`config.mk`:
```
export PLATFORM = sky130hd
export DESIGN_NAME = ifetch_sequencer
export DESIGN_NICKNAME = d
export VERILOG_FILES = /design/src/rtl/ifetch_sequencer.sv
export SDC_FILE = /design/constraint.sdc
export NUM_CORES = 1
export LEC_CHECK = 0
export BUFFER_PORTS_ARGS = -buffer_cell sky130_fd_sc_hd__buf_2
export CORE_MARGIN = 8
export CORE_UTILIZATION = 55
export DETAILED_ROUTE_END_ITERATION = 12
export GPL_ROUTABILITY_DRIVEN = 1
export GPL_TIMING_DRIVEN = 1
export PLACE_DENSITY = 0.79
export SYNTH_ARGS = -nofsm -noshare
export SYNTH_HDL_FRONTEND = slang
export SYNTH_SLANG_ARGS = --single-unit
```
`constraint.sdc`:
```
create_clock -name clk -period 3.6 [get_ports clk]
set_input_delay 0.36 -clock clk [delete_from_list [all_inputs] [get_ports clk]]
set_output_delay 0.36 -clock clk [all_outputs]
set_load 0.005 [all_outputs]
```
`src/rtl/ifetch_sequencer.sv`:
```
// Fetches 4 ROM bytes (big-endian) per instruction and presents them to decode.
// Latency: first rom_rd_en in cycle t, instr_valid from t+5; 6 cycles/instr with ready high.
// Backpressure: instr/instr_pc/instr_valid hold while instr_ready=0; no new ROM reads meanwhile.
module ifetch_sequencer #(
    parameter int                 ADDR_W    = 32,
    parameter int                 ROM_DEPTH = 256,
    parameter logic [ADDR_W-1:0]  RESET_PC  = '0
) (
    input  logic              clk,
    input  logic              reset,
    input  logic              enable,
    output logic [ADDR_W-1:0] rom_addr,
    output logic              rom_rd_en,
    input  logic [7:0]        rom_data,
    output logic [31:0]       instr,
    output logic [ADDR_W-1:0] instr_pc,
    output logic              instr_valid,
    input  logic              instr_ready,
    input  logic              branch_valid,
    input  logic [ADDR_W-1:0] branch_target,
    output logic              fetch_fault
);

    typedef enum logic [2:0] {
        IDLE,
        REQ,
        LAST,
        VALID,
        FAULT
    } state_t;

    // Highest byte address at which a whole 4-byte word still fits in the ROM.
    localparam logic [ADDR_W-1:0] MAX_PC = ADDR_W'(ROM_DEPTH - 4);

    state_t            state;
    logic [ADDR_W-1:0] pc;
    logic [1:0]        k;
    logic [ADDR_W-1:0] pc_next;

    function automatic logic pc_legal(input logic [ADDR_W-1:0] a);
        return (a[1:0] == 2'b00) && (a <= MAX_PC);
    endfunction

    // Sequential successor of the current word, wrapping at ADDR_W.
    always_comb begin
        pc_next = pc + ADDR_W'(4);
    end

    // Fetch FSM: redirect overrides everything but reset; handshake chains straight into the next fetch.
    always_ff @(posedge clk) begin
        if (reset) begin
            state       <= IDLE;
            pc          <= RESET_PC;
            k           <= 2'd0;
            rom_rd_en   <= 1'b0;
            rom_addr    <= RESET_PC;
            instr       <= 32'd0;
            instr_pc    <= RESET_PC;
            instr_valid <= 1'b0;
            fetch_fault <= 1'b0;
        end else if (branch_valid) begin
            // Abort whatever is in flight; late bytes land while in IDLE and are never captured.
            state       <= IDLE;
            pc          <= branch_target;
            k           <= 2'd0;
            rom_rd_en   <= 1'b0;
            rom_addr    <= branch_target;
            instr_valid <= 1'b0;
            fetch_fault <= 1'b0;
        end else begin
            case (state)
                IDLE: begin
                    if (enable) begin
                        if (pc_legal(pc)) begin
                            state     <= REQ;
                            k         <= 2'd0;
                            rom_rd_en <= 1'b1;
                            rom_addr  <= pc;
                        end else begin
                            state       <= FAULT;
                            fetch_fault <= 1'b1;
                        end
                    end
                end
                REQ: begin
                    // Byte for the address issued last cycle is on rom_data now (none yet when k==0).
                    if (k != 2'd0) begin
                        instr <= {instr[23:0], rom_data};
                    end
                    if (k == 2'd3) begin
                        rom_rd_en <= 1'b0;
                        state     <= LAST;
                    end else begin
                        k        <= k + 2'd1;
                        rom_addr <= rom_addr + ADDR_W'(1);
                    end
                end
                LAST: begin
                    instr       <= {instr[23:0], rom_data};
                    instr_pc    <= pc;
                    instr_valid <= 1'b1;
                    state       <= VALID;
                end
                VALID: begin
                    if (instr_ready) begin
                        instr_valid <= 1'b0;
                        pc          <= pc_next;
                        if (enable && pc_legal(pc_next)) begin
                            state     <= REQ;
                            k         <= 2'd0;
                            rom_rd_en <= 1'b1;
                            rom_addr  <= pc_next;
                        end else begin
                            // Disabled or illegal successor: IDLE decides next cycle.
                            state <= IDLE;
                        end
                    end
                end
                FAULT: begin
                    fetch_fault <= 1'b1;
                    rom_rd_en   <= 1'b0;
                    instr_valid <= 1'b0;
                end
                default: begin
                    state <= IDLE;
                end
            endcase
        end
    end

endmodule

```
# Yosys cells after proc, flatten, opt, wreduce, memory -nomap -nowiden
# Cells that the tools add are included.
dict set report classes {
  n_reduce_logical 25
  muxes 35
  addsub 3
  n_lt_le_gt_ge 2
  n_eq_ne 18
  bitwise_logic 2
}
# op count
set ops {}
lappend ops {{2-to-1 mux 32 bit} 10}
lappend ops {{one-hot mux 32 bit (3 select lines)} 1}
lappend ops {{<= comparator 32 x 8 -> 1 bit, second input constant} 2}
lappend ops {{one-hot mux 32 bit (2 select lines)} 1}
lappend ops {{adder 32 x 1 -> 32 bit, second input constant} 1}
lappend ops {{adder 32 x 3 -> 32 bit, second input constant} 1}
lappend ops {{AND reduction 6 bit} 3}
lappend ops {{inequality test 2 bit, second input constant} 8}
lappend ops {{inequality test 3 bit, second input constant} 5}
lappend ops {{one-hot mux 3 bit (5 select lines)} 1}
lappend ops {{2-to-1 mux 3 bit} 4}
lappend ops {{2-to-1 mux 2 bit} 5}
lappend ops {{nonzero test 2 bit} 5}
lappend ops {{2-to-1 mux 1 bit} 9}
lappend ops {{nonzero test 4 bit} 2}
lappend ops {{== test 3 x 2 -> 1 bit, second input constant} 2}
lappend ops {{one-hot mux 2 bit (3 select lines)} 1}
lappend ops {{AND reduction 2 bit} 3}
lappend ops {{AND reduction 3 bit} 2}
lappend ops {{nonzero test 3 bit} 2}
lappend ops {{logical NOT 2 bit} 2}
lappend ops {{one-hot mux 1 bit (4 select lines)} 1}
lappend ops {{AND reduction 4 bit} 1}
lappend ops {{== test 3 x 1 -> 1 bit, second input constant} 1}
lappend ops {{other kinds (9)} 12}
dict set report word_totals {
  in_bits 45
  elab_cells 94
  register_bits 136
}

# Depth between registers and ports, before layout
# Gate-level depths: netlist (run 1).
dict set report depth {
  ltp_word 8
  depth_mapped 11
}

# Worst setup path after synthesis (run 1)
# No wires, ideal clock.
dict set report synth_timing {
  kind {register to register}
  from {reg pc[3]}
  to {reg rom_addr[30]}
  synth_period_minus_slack_ps 2844
  arrival_time_ps 2753
  slack_ps 756
  path_stages_with_launch 11
  setup_time_ps 91
  path_buffers 1
  path_cell_list {dfxtp_1 > ha_1 > and4_4 > and4_1 > clkbuf_1 > nand4_1 > and3_1 > nor4b_4 > a311oi_2 > or3_1 > a311oi_1}
}
dict set report synth_via {
  elab_chain_cells 6
}
# item line_no
set synth_lines {}
lappend synth_lines {{start: declaration} 36} ;# logic [ADDR_W-1:0] pc;
lappend synth_lines {{start signal: assignment} 64} ;# pc <= branch_target;
lappend synth_lines {{start signal: assignment} 107} ;# pc <= pc_next;
lappend synth_lines {{adder 32 x 3 -> 32 bit} 46} ;# pc_next = pc + ADDR_W'(4);
lappend synth_lines {{<= comparator 32 x 8 -> 1 bit} 41} ;# return (a[1:0] == 2'b00) && (a <= MAX_PC);
lappend synth_lines {{logical AND 1 bit} 41}
lappend synth_lines {{logical AND 1 bit} 108} ;# if (enable && pc_legal(pc_next)) begin
lappend synth_lines {{inequality test 3 bit (no source line)} -}
lappend synth_lines {{AND reduction 6 bit (no source line)} -}
lappend synth_lines {{end signal: assignment} 67} ;# rom_addr <= branch_target;
lappend synth_lines {{end signal: assignment} 78} ;# rom_addr <= pc;
lappend synth_lines {{end signal: assignment} 112} ;# rom_addr <= pc_next;
lappend synth_lines {{end: declaration} 12} ;# output logic [ADDR_W-1:0] rom_addr,
# Several ways; a longest one is shown, not always the timed one. The select of a mux whose other input is x is not followed.
# A chain may end at the register's enable or synchronous reset.

# Worst setup path in the final report (run 1)
dict set report layout_timing {
  from {reg pc[9]}
  to {reg rom_addr[10]}
}
# Same word-level chain as after synthesis.

==> flow_metrics.py, run 1 <==
metrics = {
    "run_status": {
        "status": "finished clean",
    },
    "logic_synthesis": {
        "synth_top_area_share_pct": 34.1,
        "synth_cell_types": 63,
        "syn-cell-area_um2": 7990,
        "synthSimpleGateAreaFrac_pct": 28.5,
        "ys_top_cells_by_count": "nand2_1, dfxtp_1, a21oi_1",
        "syn_inst": 1077,
        "synth_edf_count": 0,
        "syn_avg_cell_area_um2": 7.42,
        "synth-adder-area-share_pct": 0.783,
        "ys_seq_area_share_pct": 34.1,
        "synth_most_common_cell": "nand2_1",
        "synthArstFlopShare_pct": 0,
        "yosysTopAreaCell": "dfxtp_1",
        "synth_top_family_by_area": "simple AND/OR/NAND/NOR gates",
        "ys_warn_count": 0,
        "synth_compound_area_share_pct": 20.8,
        "synth_area_leaders": "dfxtp_1, nand2_1, a21oi_1",
        "synth-seq-cells": 136,
        "synth-xor-area-share_pct": 6.69,
        "ys.flop_type": "dfxtp_1",
        "synth_fp_nets": 1127,
        "synthMuxAreaShare_pct": 3.02,
    },
    "routing": {
        "wl_met3_um": 3000,
        "drcViolationCount": 0,
        "via_count": 8683,
        "wl_per_cell_um": 20.3,
        "drt-total-wl_um": 28100,
        "wl_met1_um": 11400,
        "first_pass_iters": 6,
        "vias_per_cell": 6.29,
        "top_layer": "met4",
        "antenna_left": 0,
        "drt-initial-drc-count": 1145,
        "met2_length_um": 12800,
    },
    "hold_path": {
        "hold_path.class": "in2reg",
    },
    "clock_network": {
        "cts_buffer_depth": 2,
        "path_clk_slew_ps": 70,
        "htreeDepth": 4,
        "cts_made_buffers": 17,
        "post-cts-setup-buffer-count": 0,
        "cts_tree": "built",
        "clock_latency_ps": 430,
        "cts-root-buf": "clkbuf_16",
        "cts_hold_buf": 0,
        "cts_resized": 0,
        "numClockSinks": 136,
    },
    "final_layout": {
        "stdcell_count": 1381,
        "nets": 1234,
        "diodes": 0,
        "area_delta_synth_final_pct": 18.8,
        "drive_gt1_share_pct": 21.2,
        "stdcell_area_um2": 9500,
    },
    "timing": {
        "finalCritPeriodShare_pct": 90.7,
        "hold_viol_final": 0,
        "finalMaxSlewViolations": 0,
        "fin_hold_ws_ps": 162,
        "setup_violations": 0,
        "fmax_mhz": 306,
        "tns_ps": 0,
        "slew_headroom_pct": 35.5,
        "rsz0062_at_grt": "false",
        "period_needed_ps": 3270,
        "fin_skew_ps": 10.6,
        "worst_pin_slew_ps": 966,
    },
    "power": {
        "p_total_w": 0.00382,
        "intPower_w": 0.00276,
        "ir_worst_vdd_mv": 0.551,
        "power_switching_w": 0.00105,
        "combPwrFrac_pct": 9.6,
        "powerDensity_nw_per_um2": 402,
        "swShare_pct": 27.6,
        "leakagePower_nw": 3.69,
        "power_frac_clock_pct": 47.4,
        "share_seq_of_total_power_pct": 42.9,
    },
    "setup_path": {
        "crit_required_ps": 3940,
        "path_class": "reg2reg",
        "crit_start": "pc[9]",
        "crit_fanout": 13,
        "r2r_setup_slack_ps": 330,
        "worstReg2RegStart": "pc[9]",
        "arrival_ps": 3610,
        "critical_path.startpoint_type": "flip-flop",
        "crit_end": "rom_addr[10]",
        "r2r-end": "rom_addr[10]",
        "r2r_cells": 9,
        "crit_path_end_kind": "flip-flop",
    },
    "floorplan": {
        "die_area_um2": 18600,
        "fp.dieW_um": 137,
        "row_count": 44,
        "ioPinCount": 144,
        "die_h_um": 137,
        "coreArea_um2": 14400,
        "start_util_pct": 55.6,
    },
    "global_routing": {
        "grt_max_degree": 70,
        "grt_pass1_wl_um": 44300,
        "first_global_vias": 8184,
        "grt_overflow": 0,
        "grt_util_all_layers_pct": 30.1,
        "antenna_found_initial": 0,
    },
    "placed_design": {
        "hpwl_um": 19900,
        "place_inst": 1349,
        "placed_area_um2": 8890,
        "gp_congestion": 0.982,
        "io_buffers": 143,
    },
    "run": {
        "cap_violations": 0,
    },
}
-- logic make-up after synthesis --
family	Yosys count
AO/OA/AOI/OAI	269
XOR/XNOR	61
adder cells (fa/ha/maj)	5
buffers and inverters	119
flip-flops	136
multiplexers	24
AND/OR/NAND/NOR	463
-- final cells by class --
type | instances | area (µm²)
Clock buffer | 18 | 439
Clock inverter | 14 | 163
Fill cell | 1234 | 4870
Inverter | 17 | 63.8
Multi-Input combinational cell | 822 | 4790
Sequential cell | 136 | 2720
Tap cell | 184 | 230
Timing Repair Buffer | 190 | 1080
-- sequential cells by signal (all words and copies together) (netlist names) --
signal,cells
instr_valid,1
rom_rd_en,1
instr,32
state,3
fetch_fault,1
instr_pc,32
k,2
pc,32
rom_addr,32
-- cell usage in the layout, fill, tap and decap left out, types with 4 or more instances in the layout --
master	netlist	layout
a211oi_1	13	13
a21oi_1	126	126
a2bb2oi_1	4	4
a311oi_1	9	9
a31oi_1	13	13
and2_1	6	6
and3_1	11	11
and4_1	10	10
buf_2	12	142
buf_4	9	47
clkbuf_16	0	17
clkinvlp_4	0	4
dfxtp_1	136	135
ha_1	5	5
inv_1	16	16
inv_6	0	5
mux2i_1	23	23
nand2_1	207	207
nand2b_1	7	7
nand3_1	35	35
nand4_1	19	19
nor2_1	80	79
nor3_1	36	36
nor4_1	13	13
o21a_1	4	4
o21ai_0	33	33
o21ai_1	6	5
o21bai_1	4	4
o22ai_1	16	16
o32ai_1	21	21
or3_1	7	7
or4_1	4	4
xnor2_1	36	36
xor2_1	25	25
-- per-layer routing --
| metal | GRT usage, % | vias up |
|---|---|---|
| met1 | 38.8 | 4090 |
| met3 | 8.08 | 76 |
| met2 | 46.7 | 494 |
| li1 | - | 4023 |
| met5 | 0 | - |
| met4 | 12.5 | 0 |
-- how the worst min path moves through the flow --
stage	cells past startpoint	slack (ps)	startpoint	endpoint
floorplan	2	450	instr[24]	instr[24]
finish	3	160	rom_data[5]	instr[5]
global route	3	160	rom_data[5]	instr[5]
detailed placement	2	440	instr_pc[13]	instr_pc[13]
CTS	3	150	rom_data[1]	instr[1]
global placement	2	440	instr[30]	instr[30]
-- metrics by stage --
step | setup WS (ps) | utilization, %
3_5_place_dp | 384 | 61.9
4_1_cts | 358 | 66.1
3_3_place_gp | 485 | 61.9
6_report | 334 | 66.1
5_1_grt | 67.0 | 66.1
2_1_floorplan | 756 | -
-- power groups by stage --
stage / sequential, W / clock [W] / combinational [W]
after floorplan: 0.00162 / 0 / 0.000255
after global placement: 0.00167 / 0 / 0.000355
after detailed placement: 0.00167 / 0 / 0.000358
after CTS: 0.00163 / 0.00182 / 0.000361
after global routing: 0.00165 / 0.00188 / 0.000397
final: 0.00164 / 0.00181 / 0.000367
-- worst max-delay path, cell delays in order, from the launching register on --
cell and delay (ps):
dfxtp_1 640, nand3_1 300, nor4_2 490, xor2_1 120
a31oi_1 250, nor4b_4 350, a311oi_4 200, buf_4 220
or3_1 340, a311oi_1 270
No activity file was read; power rests on OpenSTA's default activity.
==> run 2: changes to the inputs <==
--- a/config.mk
+++ b/config.mk
@@ -5,6 +5,7 @@
 export SDC_FILE = /design/constraint.sdc
 export NUM_CORES = 1
 export LEC_CHECK = 0
+export ABC_AREA = 1
 export BUFFER_PORTS_ARGS = -buffer_cell sky130_fd_sc_hd__buf_2
 export CORE_MARGIN = 8
 export CORE_UTILIZATION = 55
==> flow_metrics.py, run 2 <==
metrics = {
    "run_status": {
        "status": "finished clean",
    },
    "timing": {
        "finalCritPeriodShare_pct": 83.4,
        "fin_skew_ps": 9.20,
        "rsz0062_at_grt": "false",
        "period_needed_ps": 3000,
        "slew_headroom_pct": 36.6,
        "hold_viol_final": 0,
        "worst_pin_slew_ps": 950,
        "setup_violations": 0,
        "finalMaxSlewViolations": 0,
        "tns_ps": 0,
        "fmax_mhz": 333,
        "timing.final.ws_setup_ps": 598,
    },
    "logic_synthesis": {
        "synth_most_common_cell": "nand2_1",
        "synth_compound_area_share_pct": 20.9,
        "ys_seq_area_share_pct": 34.7,
        "synth-xor-area-share_pct": 0.670,
        "syn-cell-area_um2": 7840,
        "synth_cell_types": 43,
        "synth-adder-area-share_pct": 0.798,
        "synth_top_family_by_area": "simple AND/OR/NAND/NOR gates",
        "synth_edf_count": 0,
        "synth-seq-cells": 136,
        "synthSimpleGateAreaFrac_pct": 33.4,
        "synthMuxAreaShare_pct": 0,
        "ys.flop_type": "dfxtp_1",
        "synth_fp_nets": 1251,
        "synthArstFlopShare_pct": 0,
        "syn_avg_cell_area_um2": 6.53,
        "synth_area_leaders": "dfxtp_1, nand2_1, o21ai_0",
        "yosysTopAreaCell": "dfxtp_1",
        "synth_top_area_share_pct": 34.7,
        "ys_warn_count": 0,
        "syn_inst": 1201,
        "ys_top_cells_by_count": "nand2_1, dfxtp_1, inv_1",
    },
    "final_layout": {
        "final_common_cell": "nand2_1",
        "drive_gt1_share_pct": 21.3,
        "final_cell_mix": "nand2_1, buf_2, dfxtp_1, inv_1, o21ai_0",
        "diodes": 0,
        "nets": 1370,
        "area_delta_synth_final_pct": 17.6,
        "nFillCells": 1333,
    },
    "placed_design": {
        "io_buffers": 143,
        "gp_congestion": 0.982,
        "hpwl_um": 19800,
        "dp_slack_ps": 664,
    },
    "clock_network": {
        "post-cts-setup-buffer-count": 0,
        "cts_made_buffers": 17,
        "cts_buffer_depth": 2,
        "cts-root-buf": "clkbuf_16",
        "cts_resized": 0,
        "clock_latency_ps": 420,
        "path_clk_slew_ps": 70,
        "cts_hold_buf": 0,
        "numClockSinks": 136,
        "htreeDepth": 4,
        "cts_tree": "built",
    },
    "hold_path": {
        "hold_path.class": "in2reg",
    },
    "routing": {
        "antenna_left": 0,
        "drt-initial-drc-count": 945,
        "first_pass_iters": 6,
        "vias_per_cell": 5.68,
        "via_count": 8598,
        "wl_per_cell_um": 17.4,
        "drt-total-wl_um": 26300,
        "drcViolationCount": 0,
    },
    "floorplan": {
        "row_count": 43,
        "start_util_pct": 56.5,
        "fp.dieW_um": 135,
        "ioPinCount": 144,
        "die_h_um": 135,
        "die_area_um2": 18300,
        "coreArea_um2": 13900,
    },
    "setup_path": {
        "path_class": "reg2reg",
        "arrival_ps": 3320,
        "critical_path.startpoint_type": "flip-flop",
        "crit_fanout": 33,
        "crit_path_end_kind": "flip-flop",
        "crit_required_ps": 3920,
    },
    "power": {
        "powerDensity_nw_per_um2": 407,
        "leakagePower_nw": 3.84,
        "ir_worst_vdd_mv": 0.328,
    },
    "global_routing": {
        "first_global_vias": 7575,
        "grt_overflow": 0,
        "grt_pass1_wl_um": 40800,
        "antenna_found_initial": 0,
        "grt_max_degree": 65,
        "grt_util_all_layers_pct": 28.2,
    },
    "run": {
        "cap_violations": 0,
    },
}
==> run 2: critical path: stages (launching register included) <==
cell	delay (ps)
dfxtp_1	490
ha_1	300
nand2_1	110
nor2_4	180
nand2_2	100
nor2_4	140
nand2_1	60
nand2_1	70
nand2_2	70
nor2_1	110
nand3_1	90
nor2_2	120
nand3_2	130
nand2_4	130
nand2_4	230
nand2_8	330
nand2_1	80
nand2_1	70
nor2_1	40
==> run 2: power breakdown <==
part           internal, W  leakage [nW]  switching [W]  total [W]
Combinational     0.000129          2.44       0.000251   0.000380
Clock              0.00104         0.291       0.000716    0.00175
Sequential         0.00155          1.11      0.0000697    0.00162
==> run 2: cells by family (layout without fill, tap and decap cells) <==
| logic type | count (synthesis) | count (layout) |
|---|---|---|
| xor+xnor | 6 | 6 |
| simple gates | 585 | 585 |
| compound gates | 287 | 287 |
| buf+inv | 182 | 314 |
| flops | 136 | 136 |
| fa+ha+maj | 5 | 5 |
==> run 2: through the flow <==
stage                     area (µm²)  cells  util, %  hold slack (ps)  total power [W]
after floorplan                 7840   1201        -              440          0.00188
after global placement          8630   1481     62.2              429          0.00201
after detailed placement        8630   1481     62.2              433          0.00202
after CTS                       9220   1513     66.4              206          0.00375
after global routing            9220   1513     66.4              210          0.00387
final                           9220   1513     66.4              209          0.00375
==> run 2: area by class of cell <==
cell class | instances | area (µm²) | area share [%]
timing repair buffer | 158 | 828 | 8.98
inverter | 124 | 465 | 5.05
clock buffer | 18 | 429 | 4.66
sequential | 136 | 2720 | 29.5
clock inverter | 14 | 161 | 1.75
tap | 180 | 225 | 2.44
multi-input combinational | 883 | 4390 | 47.6
==> run 2: routing by layer <==
metal  part of all wire, %  global-route usage [%]
met1                    44                    40.7
met2                    42                    39.6
met3                    11                    5.45
met4                   3.2                    12.0
met5                     0                       0
==> run 2: path summary, 6_finish.rpt <==
kind | cells after the start | slack [ps] | to | start
hold / removal | 3 | 210 | instr[4] | rom_data[4]
setup reg to reg | 18 | 600 | rom_addr[5] | pc[3]
setup / recovery | 18 | 600 | rom_addr[5] | pc[3]
hold reg to reg | 2 | 440 | instr[25] | instr[25]
